### config.mk
export PLATFORM = sky130hd
export DESIGN_NAME = pipeline_chain
export DESIGN_NICKNAME = d
export VERILOG_FILES = /design/src/rtl/pipeline_chain.sv
export SDC_FILE = /design/constraint.sdc
export NUM_CORES = 1
export LEC_CHECK = 0
export ABC_AREA = 0
export BUFFER_PORTS_ARGS = -buffer_cell sky130_fd_sc_hd__buf_2
export CAP_MARGIN = 20
export CORE_AREA = 2 2 165 167
export DETAILED_ROUTE_END_ITERATION = 16
export DIE_AREA = 0 0 167 169
export PLACE_DENSITY = 0.72
export SLEW_MARGIN = 15
export SYNTH_ARGS = -nofsm -noshare
export SYNTH_HDL_FRONTEND = slang
export SYNTH_SLANG_ARGS = --single-unit
### constraint.sdc
create_clock -name clk_i -period 10.22 [get_ports clk_i]
set_input_delay 0.511 -clock clk_i [delete_from_list [all_inputs] [get_ports clk_i]]
set_output_delay 0.511 -clock clk_i [all_outputs]
set_load 0.01 [all_outputs]
### src/rtl/pipeline_chain.sv
// N-stage pipeline register chain with per-stage valid bits, hold propagation that
// collapses bubbles, ranged flush and a saturating count of flushed entries.
module pipeline_chain #(
  parameter int DEPTH = 4,
  parameter int WIDTH = 64,
  parameter int CNTW  = 16
) (
  input  logic                       clk_i,
  input  logic                       rst_i,
  input  logic                       in_valid_i,
  input  logic [WIDTH-1:0]           in_data_i,
  output logic                       in_ready_o,
  input  logic [DEPTH-1:0]           stall_req_i,
  input  logic [DEPTH-1:0]           flush_req_i,
  output logic                       out_valid_o,
  output logic [WIDTH-1:0]           out_data_o,
  input  logic                       out_ready_i,
  output logic [DEPTH-1:0]           stage_valid_o,
  output logic [DEPTH*WIDTH-1:0]     stage_data_o,
  output logic [$clog2(DEPTH+1)-1:0] occupancy_o,
  output logic [CNTW-1:0]            kill_cnt_o
);
  localparam int OCCW = $clog2(DEPTH+1);

  logic [DEPTH-1:0]            valid_q, valid_d;
  logic [DEPTH-1:0][WIDTH-1:0] data_q, data_d;
  logic [CNTW-1:0]             kill_q, kill_d;
  logic [DEPTH-1:0]            hold, killed, src_valid;
  logic [DEPTH-1:0][WIDTH-1:0] src_data;
  logic [OCCW-1:0]             kill_inc, occ;
  logic [CNTW:0]               kill_sum;

  // Walk from the output back: a stage holds if stalled, or if it is occupied and the
  // stage ahead holds. A flush on stage j kills every stage at or below j.
  always_comb begin : hold_kill
    logic h;
    logic f;
    h      = ~out_ready_i;
    f      = 1'b0;
    hold   = '0;
    killed = '0;
    for (int k = DEPTH-1; k >= 0; k--) begin
      h         = stall_req_i[k] | (valid_q[k] & h);
      f         = f | flush_req_i[k];
      hold[k]   = h;
      killed[k] = f;
    end
  end

  always_comb begin : sources
    src_valid    = '0;
    src_data     = '0;
    src_valid[0] = in_valid_i;
    src_data[0]  = in_data_i;
    for (int k = 1; k < DEPTH; k++) begin
      src_valid[k] = valid_q[k-1] & ~hold[k-1] & ~killed[k-1];
      src_data[k]  = data_q[k-1];
    end
  end

  always_comb begin : next_state
    valid_d  = valid_q;
    data_d   = data_q;
    kill_inc = '0;
    for (int k = 0; k < DEPTH; k++) begin
      if (killed[k]) begin
        valid_d[k] = 1'b0;
        kill_inc   = kill_inc + OCCW'(valid_q[k]);
      end else if (!hold[k]) begin
        valid_d[k] = src_valid[k];
        if (src_valid[k]) data_d[k] = src_data[k];
      end
    end
    kill_sum = {1'b0, kill_q} + (CNTW+1)'(kill_inc);
    kill_d   = kill_sum[CNTW] ? '1 : kill_sum[CNTW-1:0];
  end

  always_comb begin : popcount
    occ = '0;
    for (int k = 0; k < DEPTH; k++) occ = occ + OCCW'(valid_q[k]);
  end

  always_ff @(posedge clk_i or posedge rst_i) begin
    if (rst_i) begin
      valid_q <= '0;
      data_q  <= '0;
      kill_q  <= '0;
    end else begin
      valid_q <= valid_d;
      data_q  <= data_d;
      kill_q  <= kill_d;
    end
  end

  assign in_ready_o    = ~hold[0];
  assign out_valid_o   = valid_q[DEPTH-1];
  assign out_data_o    = data_q[DEPTH-1];
  assign stage_valid_o = valid_q;
  assign stage_data_o  = data_q;
  assign occupancy_o   = occ;
  assign kill_cnt_o    = kill_q;
endmodule

**Yosys cells after proc, flatten, opt, wreduce, memory -nomap -nowiden**

Cells that the tools add are included.

- Logic and storage cells: 63
- Input port bits: 76
- Output and inout port bits: 345
- Flip-flop bits (word level): 276

- Eq/ne operators: 4
- Reduce and logical (&&, ||, !) cells: 4
- Muxes and demuxes: 13
- Bitwise operators: 26
- $add $sub $neg: 7

Operators with widths:

| kind | count |
|---|---|
| adder 16 x 3 -> 17 bit | 1 |
| 2-to-1 mux 16 bit | 1 |
| adder 3 x 1 -> 3 bit | 4 |
| AND reduction 3 bit | 4 |
| AND 1 bit | 10 |
| 2-to-1 mux 1 bit | 9 |
| 2-to-1 mux 3 bit | 3 |
| NOT 1 bit | 9 |
| bitwise OR 1 bit | 7 |
| != test 2 x 1 -> 1 bit (second input constant) | 3 |
| adder 2 x 1 -> 3 bit | 1 |
| adder 1 x 1 -> 2 bit | 1 |
| != test 2 bit (second input constant) | 1 |

**Depth between registers and ports, before layout**

Gate-level depths: netlist of the first run.

- Depth in word-level cells: 14
- Depth in mapped cells: 22
- Gate-level depth less buffers: 20

**Worst setup path before layout of the first run**

Ideal clock, no wire load.

- Path kind: in2reg
- Start: input flush_req_i[3]
- End: register kill_q[2], in the netlist kill_cnt_o[2]
- Buffers on the path: 3
- Arrival time: 4.086 ns
- Stages: 21
- Setup slack: 5.992 ns
- Data required time: 10.078 ns
- Setup time: 0.142 ns
- Path through: buf_2 or3_1 nor2_1 nor2_1 ha_1 nand2_1 nand2_1 ha_1 ha_1 mux2_2 ha_1 xor2_1 nand2_1 o21ai_0 ha_1 nor2b_1 o21ba_2 clkbuf_1 nand3_1 clkbuf_1 o21ai_0

- Longest elaborated chain between the ends: 12

Ends and longest elaborated chain:

| what | line | text |
|---|---|---|
| start, declared | 14 | `input logic [DEPTH-1:0] flush_req_i,` |
| bitwise OR 1 bit (3 in a row) | 44 | `f = f \| flush_req_i[k];` |
| 2-to-1 mux 1 bit | 66 | `if (killed[k]) begin` |
| adder 3 x 1 -> 3 bit | 68 | `kill_inc = kill_inc + OCCW'(valid_q[k]);` |
| 2-to-1 mux 3 bit | 66 |  |
| adder 3 x 1 -> 3 bit | 68 |  |
| 2-to-1 mux 3 bit | 66 |  |
| adder 3 x 1 -> 3 bit | 68 |  |
| 2-to-1 mux 3 bit (*) | 66 |  |
| adder 16 x 3 -> 17 bit (*) | 74 | `kill_sum = {1'b0, kill_q} + (CNTW+1)'(kill_inc);` |
| 2-to-1 mux 16 bit (*) | 75 | `kill_d = kill_sum[CNTW] ? '1 : kill_sum[CNTW-1:0];` |
| net kill_d[2] | 27 | `logic [CNTW-1:0] kill_q, kill_d;` |
| end signal, assigned | 91 | `kill_q <= kill_d;` |
| end, declared | 27 |  |

The timed path passes the listed nets; every way through them passes the cells marked *.
A chain may end at the register's enable or synchronous reset.

**Worst setup path in the final report of the first run**

- Start: input flush_req_i[3]
- End: register kill_q[15], in the netlist kill_cnt_o[15]

Same word-level chain as after synthesis.

==> results of run 1 <==
-- power breakdown --
group | switching (µW) | leakage (µW) | internal, µW
combinational | 112 | 0.00415 | 98.1
clock | 431 | 0.000493 | 647
sequential | 50.5 | 0.00376 | 1150
total | 593 | 0.00841 | 1900
-- critical path, delay by kind of cell --
kind | cells | cell delay, ns
and+or+nand+nor | 7 | 1.02
AOI/OAI and AO/OA | 3 | 0.66
muxes | 2 | 0.55
buffers and inverters | 1 | 0.16
adders and majority gates | 5 | 1.31
xor gates and xnor gates | 1 | 0.16
-- flip-flops by register name, summed over array words and instances (netlist names) --
register,flops
stage_data_o,192
out_data_o,64
kill_cnt_o,16
stage_valid_o,4
-- metrics by stage --
| step | utilization | hold WS, ns | std cells |
|---|---|---|---|
| detailed placement | 0.506 | 0.513 | 1426 |
| CTS | 0.544 | 0.166 | 1482 |
| global route | 0.544 | 0.174 | 1483 |
| floorplan | - | 0.556 | 755 |
| global placement | 0.506 | 0.502 | 1426 |
| finish | 0.544 | 0.181 | 1483 |
-- cells in the final DEF (no fill, tap or decap), types with 5 or more instances in the layout --
cell / n
a21oi_1: 7
and3_1: 5
buf_2: 420
buf_4: 9
clkbuf_1: 7
clkbuf_16: 31
clkbuf_8: 6
clkinv_2: 8
dfrtp_1: 276
ha_1: 10
inv_1: 10
mux2_2: 209
mux2_4: 49
nand2_1: 25
nand3_1: 9
nor2_1: 8
o21ai_0: 8
xor2_1: 7
-- cell type report --
| type | count | area share |
|---|---|---|
| clock buffer | 44 | 0.0614 |
| tap | 341 | 0.0296 |
| timing repair buffer | 429 | 0.151 |
| multi-input combinational | 368 | 0.267 |
| antenna | 1 | 0.000174 |
| inverter | 12 | 0.00365 |
| sequential | 276 | 0.479 |
| clock inverter | 12 | 0.00799 |
-- synth_stat cells (3+ instances only) --
cell type	n	area share
dfrtp_1	276	0.60
mux2_2	209	0.20
buf_4	71	0.046
mux2_4	49	0.064
nand2_1	25	0.0081
buf_6	18	0.018
inv_1	11	0.0036
ha_1	10	0.011
nand3_1	9	0.0039
a21oi_1	8	0.0035
nor2_1	8	0.0026
o21ai_0	8	0.0035
xor2_1	7	0.0053
buf_2	6	0.0026
and3_1	5	0.0027
clkbuf_1	4	0.0013
nor3_1	3	0.0013
-- per-layer routing --
layer  GRT usage  share of wire
met2       0.314           0.50
met4      0.0615          0.030
met1       0.245           0.41
met5           0        0.00026
met3      0.0376          0.060
-- how the worst max path moves through the flow --
stage | endpoint | slack (ns) | cells after the start
finish | kill_cnt_o[15]$_DFF_PP0_ | 6.25 | 19
global route | kill_cnt_o[2]$_DFF_PP0_ | 5.97 | 17
CTS | kill_cnt_o[15]$_DFF_PP0_ | 6.28 | 17
detailed placement | kill_cnt_o[2]$_DFF_PP0_ | 5.73 | 19
global placement | kill_cnt_o[15]$_DFF_PP0_ | 5.86 | 19
floorplan | kill_cnt_o[0]$_DFF_PP0_ | 2.10 | 1
-- kinds of logic after synthesis --
group           after synthesis  share of synthesized area
mux                         259                      0.268
fa+ha+maj                    12                     0.0143
flops                       276                      0.597
compound gates               28                     0.0172
buf+inv                     111                     0.0714
simple gates                 61                     0.0254
xor+xnor                      8                    0.00606
==> results.yml, run 1 <==
clocking:
  cts_root_buf: "clkbuf_16"
  cts_resized: 0
  cts_hold_buf: 0
  numCtsBuffers: 30
  clkSinkCount: 276
  cts.clk_slew.worst_paths_ns: 0.06
  htreeDepth: 1
  cts.path.max_buffers: 3
  clock_latency_ns: 0.55
  cts_setup_buffers: 0
  cts_tree: "yes"
power:
  ir_worst_vdd_mv: 0.151
  power.density_mw_per_mm2: 173
  p_leak_uw: 0.00841
  p_total_uw: 2490
critical_path:
  startpoint: "flush_req_i[3]"
  r2r-end: "kill_cnt_o[15]$_DFF_PP0_"
  criticalPathCategory: "input port to register"
  r2r_cells: 17
  worst_setup_path_end_kind: "register"
  cpMostUsedCell: "ha_1"
  r2r_slack_ns: 6.27
  crit_slowest_cell: "a21oi_1"
  critPathLaunchType: "input port"
  cp_max_fo: 11
  r2r_start: "stage_valid_o[0]$_DFFE_PP0P_"
  cp_cell_sequence: "buf_2 > or3_1 > nor2_1 > nor2_1 > ha_1 > nand2_1 > nand2_1 > ha_1 > ha_1 > mux2_2 > ha_1 > xor2_1 > nand2_1 > o21ai_0 > ha_1 > a21oi_1 > a21oi_1 > nand4_1 > mux2_2"
  cp_slowest_stage_delay_ns: 0.43
  cp.arrival_ns: 4.39
  crit_required_ns: 10.64
floorplan:
  core_mm2: 0.0265
  rows: 60
  die-area_mm2: 0.0282
  die_height_um: 169
  start_util: 0.436
  die_x_um: 167
  io_pins: 421
synth:
  synth-edff-count: 0
  synth_area_per_cell_um2: 15.3
  synth_ff_type: "dfrtp_1"
  synth_cell_types: 37
  yosysSeqAreaShare: 0.597
  syn_nets: 843
  ys_ff_latch: 276
  ys_warn_count: 0
  async_flop_share: 1.00
  syn_area_mm2: 0.0116
  synthCells: 755
sta:
  fmax_mhz: 252
  tns_ns: 0
  hold_violations: 0
  min_period_ns: 3.97
  drv_slew: 0
  rsz0062_at_grt: "no"
  relSlewSlack: 0.371
  post-route-period-util: 0.388
  setup_ws_ns: 6.25
  worstMarginPinSlew_ns: 0.943
  finalSetupViolCount: 0
  fin_skew_ns: 0.0148
finish:
  fillerInstances: 2202
  final_area_mm2: 0.0144
  regArea_mm2: 0.00691
  drive_gt1_frac: 0.655
  nNetsFinal: 1205
  multiInputGateArea_mm2: 0.00385
  area_growth_pct: 24.6
place:
  gp_congestion: 0.797
  dp_slack_ns: 5.73
  hpwl_um: 19300
  port_buffers: 420
  dpl_cell_area_mm2: 0.0134
global_route:
  grt_pass1_wl_um: 42200
  antenna_found_initial: 2
  grt_pass1_vias: 7346
  grt_util_all_layers: 0.187
  grt_max_degree: 141
  gr-total-overflow: 0
routing:
  routed_via_density: 4.98
  drt_iter0_markers: 340
  wl_um: 27400
  ant_nets: 0
  drtPass1Iterations: 4
  wl_per_cell_um: 18.4
  vias: 7381
  remaining_drc_errors: 0
hold_path:
  hold_class: "input port to async pin"
run_status:
  run_status: "finished clean"
flow_run:
  maxCapViolations: 0
Power figures use the tool's default switching activity.
==> run 2, diff against run 1 <==
--- a/config.mk
+++ b/config.mk
@@ -8,10 +8,10 @@
 export ABC_AREA = 0
 export BUFFER_PORTS_ARGS = -buffer_cell sky130_fd_sc_hd__buf_2
 export CAP_MARGIN = 20
-export CORE_AREA = 2 2 165 167
+export CORE_MARGIN = 2
+export CORE_UTILIZATION = 45
 export DETAILED_ROUTE_END_ITERATION = 16
-export DIE_AREA = 0 0 167 169
-export PLACE_DENSITY = 0.72
+export PLACE_DENSITY = 0.77
 export SLEW_MARGIN = 15
 export SYNTH_ARGS = -nofsm -noshare
 export SYNTH_HDL_FRONTEND = slang
==> constraint.sdc (replaced) <==
create_clock -name clk_i -period 3.3 [get_ports clk_i]
set_input_delay 0.165 -clock clk_i [delete_from_list [all_inputs] [get_ports clk_i]]
set_output_delay 0.165 -clock clk_i [all_outputs]
set_load 0.01 [all_outputs]
==> run 2 against run 1 <==
Compared with the run above: combinational power rose to 3.7 times the previous value; setup slack got worse by 6.2 ns; core utilization rose by 7.2 points; global-route usage rose by 2.2 points; sequential power rose to 3.1 times the previous value; critical path type is now register to register.
==> results.yml, run 2 (synthesis results as in run 1) <==
floorplan:
  start_util: 0.459
  core_mm2: 0.0252
  die-area_mm2: 0.0270
  rows: 58
  die_x_um: 164
  die_height_um: 164
  io_pins: 421
finish:
  antennaDiodeCount: 0
  final_common_cell: "buf_2"
  largest_reg_flops: 192
  nNetsFinal: 1302
  layout_common_cells: "buf_2 (420), dfrtp_1 (276), mux2_2 (208), dlygate4sd3_1 (69), mux2_4 (50)"
  area_growth_pct: 34.2
  fillerInstances: 1886
  drive_gt1_frac: 0.645
  final_cells: 1564
  final_area_mm2: 0.0155
sta:
  finalSetupViolCount: 0
  drv_slew: 0
  hold_violations: 0
  holdWs_ns: 0.0632
  min_period_ns: 3.28
  post-route-period-util: 0.995
  fin_skew_ns: 0.0129
  tns_ns: 0
  fmax_mhz: 304
  worstMarginPinSlew_ns: 0.639
  rsz0062_at_grt: "yes"
  relSlewSlack: 0.574
critical_path:
  cp_cell_sequence: "inv_2 > nor2_1 > ha_1 > nand2_2 > nand2_4 > ha_4 > nor2_1 > a31oi_1 > ha_2 > ha_4 > xor2_1 > nand2_1 > o21ai_2 > ha_4 > nor2b_4 > o21ba_4 > buf_4 > a31o_4 > nand2_1 > nand2_1"
  cp_max_fo: 7
  cp_slowest_stage_delay_ns: 0.39
  critPathLaunchType: "register"
  crit_slowest_cell: "dfrtp_1"
  criticalPathCategory: "register to register"
  cp_top_family: "adder cells"
  cp.arrival_ns: 3.71
  cp_num_buf_inv: 2
  crit_required_ns: 3.72
  worst_setup_path_end_kind: "register"
clocking:
  cts_root_buf: "clkbuf_16"
  clock_latency_ns: 0.53
  cts.clk_slew.worst_paths_ns: 0.06
  numCtsBuffers: 29
  cts.path.max_buffers: 3
  clkSinkCount: 276
  cts_tree: "yes"
  htreeDepth: 1
routing:
  remaining_drc_errors: 0
  wl_um: 29600
  routed_via_density: 4.99
  drt_iter0_markers: 348
  ant_nets: 0
  wl_per_cell_um: 18.9
  vias: 7812
  drtPass1Iterations: 4
global_route:
  antenna_found_initial: 0
  grt_pass1_wl_um: 44200
  grt_pass1_vias: 8043
  grt_util_all_layers: 0.209
  grt_max_degree: 71
  gr-total-overflow: 0
place:
  place_inst: 1436
  hpwl_um: 20400
  dpl_cell_area_mm2: 0.0137
  port_buffers: 420
  gp_congestion: 0.795
hold_path:
  hold_class: "input port to register"
run_status:
  run_status: "finished clean"
flow_run:
  maxCapViolations: 0
power:
  ir_worst_vdd_mv: 0.451
  p_leak_uw: 0.00886
  p_total_uw: 7770
  power.density_mw_per_mm2: 501
## run 2: cell count changes in the layout (fill, tap and decap cells not counted), moves of 3 or more
cell           delta
buf_4            +21
ha_1              -6
nand3_1           -4
o21ai_1           +3
clkbuf_8          -4
nand3_2           +4
ha_4              +4
dlygate4sd3_1    +69
buf_12            +7
o21ai_0           -5
nand2_1           -3
## run 2: worst reg2reg max path, stage by stage (launching register included)
cell and delay (ns):
dfrtp_1 0.39, inv_2 0.06, nor2_1 0.04, ha_1 0.28, nand2_2 0.09, nand2_4 0.06
ha_4 0.27, nor2_1 0.04, a31oi_1 0.20, ha_2 0.24, ha_4 0.13, xor2_1 0.14
nand2_1 0.07, o21ai_2 0.09, ha_4 0.25, nor2b_4 0.13, o21ba_4 0.26, buf_4 0.15
a31o_4 0.20, nand2_1 0.05, nand2_1 0.04
## run 2: metal layers
metal	wire length [µm]	GRT usage
met2	15600	0.383
met4	959	0.0718
met5	0	0
met1	11200	0.245
met3	1800	0.0399
## run 2: layout make-up
cell class	instances	area, µm²	area share
clock buffer	37	776	0.0500
timing repair buffer	526	3160	0.204
sequential	276	6910	0.445
inverter	12	48.8	0.00315
tap	330	413	0.0266
multi-input combinational	369	4030	0.260
clock inverter	14	176	0.0114
## run 2: what timing repair did
| item | CTS | global route |
|---|---|---|
| resized for setup | 3 | 12 |
| hold buffers | 69 | 0 |
| endpoints found under the hold margin | 99 | 0 |
| buffers inserted | 0 | 6 |
| gates cloned | 0 | 1 |
| setup endpoints to repair | 12 | 16 |
| pin swaps | 2 | 6 |
## run 2: final timing paths
| check | cells past startpoint | from | to | slack, ns |
|---|---|---|---|---|
| worst max-delay path | 20 | stage_valid_o[0]$_DFFE_PP0P_ | kill_cnt_o[8]$_DFF_PP0_ | 0.02 |
| worst min-delay path | 3 | stall_req_i[3] | stage_valid_o[3]$_DFFE_PP0P_ | 0.06 |
| worst max register to register | 20 | stage_valid_o[0]$_DFFE_PP0P_ | kill_cnt_o[8]$_DFF_PP0_ | 0.02 |
| worst min register to register | 1 | stage_data_o[90]$_DFFE_PP0P_ | stage_data_o[154]$_DFFE_PP0P_ | 0.52 |
| max in group asynchronous | 5 | rst_i | out_data_o[19]$_DFFE_PP0P_ | 2.23 |
| min in group asynchronous | 3 | rst_i | out_data_o[4]$_DFFE_PP0P_ | 0.22 |
## run 2: power by group
group | total (µW) | internal [µW] | switching (µW) | leakage [µW]
Combinational | 772 | 392 | 379 | 0.00462
Clock | 3270 | 1970 | 1300 | 0.000477
Sequential | 3730 | 3570 | 161 | 0.00376
## run 2: stage by stage
stage | setup WS [ns] | utilization
after floorplan | -0.516 | -
after global placement | -0.352 | 0.544
after detailed placement | -0.494 | 0.544
after CTS | 0.00282 | 0.610
after global routing | -0.133 | 0.616
final | 0.0158 | 0.616
==> run 3, diff against run 2 <==
--- a/config.mk
+++ b/config.mk
@@ -7,11 +7,11 @@
 export LEC_CHECK = 0
 export ABC_AREA = 0
 export BUFFER_PORTS_ARGS = -buffer_cell sky130_fd_sc_hd__buf_2
-export CAP_MARGIN = 20
 export CORE_MARGIN = 2
 export CORE_UTILIZATION = 45
 export DETAILED_ROUTE_END_ITERATION = 16
 export PLACE_DENSITY = 0.77
+export SETUP_SLACK_MARGIN = 0.15
 export SLEW_MARGIN = 15
 export SYNTH_ARGS = -nofsm -noshare
 export SYNTH_HDL_FRONTEND = slang
==> run 3 against run 2 <==
Compared with the run above: register-to-register slack is essentially flat; die area unchanged; critical path type unchanged; wire length about the same; fmax grew 0.27%; flip-flop and latch count stayed put; total power hardly changed; clock skew rose by 0.0019 ns; global-route usage is 0.066 points higher; non-clock buffer count rose by 1; largest cell class unchanged; first-iteration DRC count shrank 4.3%.
==> results.yml, run 3 (synthesis results as in run 1) <==
run_status:
  run_status: "finished clean"
routing:
  wl_um: 29600
  routed_via_density: 4.99
  remaining_drc_errors: 0
  drt_iter0_markers: 333
  wl_per_cell_um: 18.9
  drtPass1Iterations: 4
  ant_nets: 0
  vias: 7797
clocking:
  cts_tree: "yes"
  clock_latency_ns: 0.53
  htreeDepth: 1
  cts.path.max_buffers: 3
  numCtsBuffers: 29
  cts.clk_slew.worst_paths_ns: 0.06
  clkSinkCount: 276
  cts_root_buf: "clkbuf_16"
sta:
  hold_violations: 0
  setup_ws_ns: 0.0247
  fin_skew_ns: 0.0147
  min_period_ns: 3.28
  finalSetupViolCount: 0
  relSlewSlack: 0.343
  drv_slew: 0
  worstMarginPinSlew_ns: 0.984
  rsz0062_at_grt: "yes"
  fmax_mhz: 305
  tns_ns: 0
  holdWs_ns: 0.0580
  post-route-period-util: 0.993
floorplan:
  rows: 58
  die-area_mm2: 0.0270
  die_height_um: 164
  io_pins: 421
  core_mm2: 0.0252
  die_x_um: 164
  start_util: 0.459
power:
  p_leak_uw: 0.00886
  ir_worst_vdd_mv: 0.451
  power.density_mw_per_mm2: 501
critical_path:
  cp.arrival_ns: 3.69
  worst_setup_path_end_kind: "register"
  critPathLaunchType: "register"
  crit_required_ns: 3.71
  criticalPathCategory: "register to register"
  cp_max_fo: 8
global_route:
  antenna_found_initial: 0
  grt_max_degree: 71
  grt_util_all_layers: 0.210
  gr-total-overflow: 0
  grt_pass1_vias: 8079
  grt_pass1_wl_um: 44300
finish:
  final_common_cell: "buf_2"
  drive_gt1_frac: 0.647
  fillerInstances: 1885
  layout_common_cells: "buf_2 (420), dfrtp_1 (276), mux2_2 (207), dlygate4sd3_1 (69), mux2_4 (51)"
  final_util: 0.616
  area_growth_pct: 34.2
  final_area_mm2: 0.0155
  nNetsFinal: 1302
  largest_reg_flops: 192
  antennaDiodeCount: 0
flow_run:
  maxCapViolations: 0
place:
  port_buffers: 420
  dpl_cell_area_mm2: 0.0137
  gp_congestion: 0.795
  hpwl_um: 20400
  dp_slack_ns: -0.494
hold_path:
  hold_class: "input port to register"
[run 3: layer usage]
metal	GRT usage	vias up	share of wire
met5	0	-	0
li1	-	3485	-
met1	0.245	3943	0.38
met3	0.0399	66	0.059
met4	0.0718	0	0.032
met2	0.386	303	0.53
[run 3: worst max-delay path: stages, from the launching register on]
cell	delay [ns]
dfrtp_1	0.39
inv_2	0.07
nor2_2	0.04
ha_1	0.28
nand2_2	0.11
nand2_4	0.06
ha_4	0.27
nor2_1	0.04
a31oi_1	0.20
ha_2	0.24
ha_4	0.13
xor2_1	0.13
nand2_1	0.08
o21ai_2	0.09
ha_4	0.26
nor2b_4	0.14
o21ba_4	0.24
nand2_2	0.08
nand2_1	0.06
mux2_4	0.27
[run 3: power by group]
group	switching (µW)	internal, µW
logic	384	392
registers	162	3570
clock network	1300	1970
[run 3: stage by stage]
| stage | power (µW) | std cells |
|---|---|---|
| floorplan | 4110 | 755 |
| CTS | 7850 | 1560 |
| finish | 7780 | 1564 |
| global placement | 4450 | 1436 |
| detailed placement | 4480 | 1436 |
| global route | 8070 | 1564 |
[run 3: layout make-up]
class                      count  area [µm²]  area share
clock inverter                14         176      0.0114
multi-input combinational    368        4040       0.261
timing repair buffer         527        3150       0.203
clock buffer                  37         776      0.0500
tap                          330         413      0.0266
sequential                   276        6910       0.445
inverter                      12        48.8     0.00315
[run 3: final timing paths]
check                                               from                            end  slack [ns]  depth (start not counted)
setup / recovery            stage_valid_o[0]$_DFFE_PP0P_       kill_cnt_o[15]$_DFF_PP0_        0.02                         19
hold / removal                            stall_req_i[3]   stage_valid_o[3]$_DFFE_PP0P_        0.06                          3
setup reg to reg            stage_valid_o[0]$_DFFE_PP0P_       kill_cnt_o[15]$_DFF_PP0_        0.02                         19
hold reg to reg            stage_data_o[103]$_DFFE_PP0P_  stage_data_o[167]$_DFFE_PP0P_        0.52                          1
max in group asynchronous                          rst_i  stage_data_o[140]$_DFFE_PP0P_        2.00                          4
min in group asynchronous                          rst_i  stage_data_o[101]$_DFFE_PP0P_        0.44                          3
[run 3: what timing repair did]
action / in CTS / in global routing
pin swaps: 14 / 7
gates cloned: 0 / 0
endpoints found under the hold margin: 99 / 0
setup buffers: 4 / 4
gates resized for setup: 13 / 9
endpoints found under the setup margin: 16 / 16
hold buffers: 69 / 0
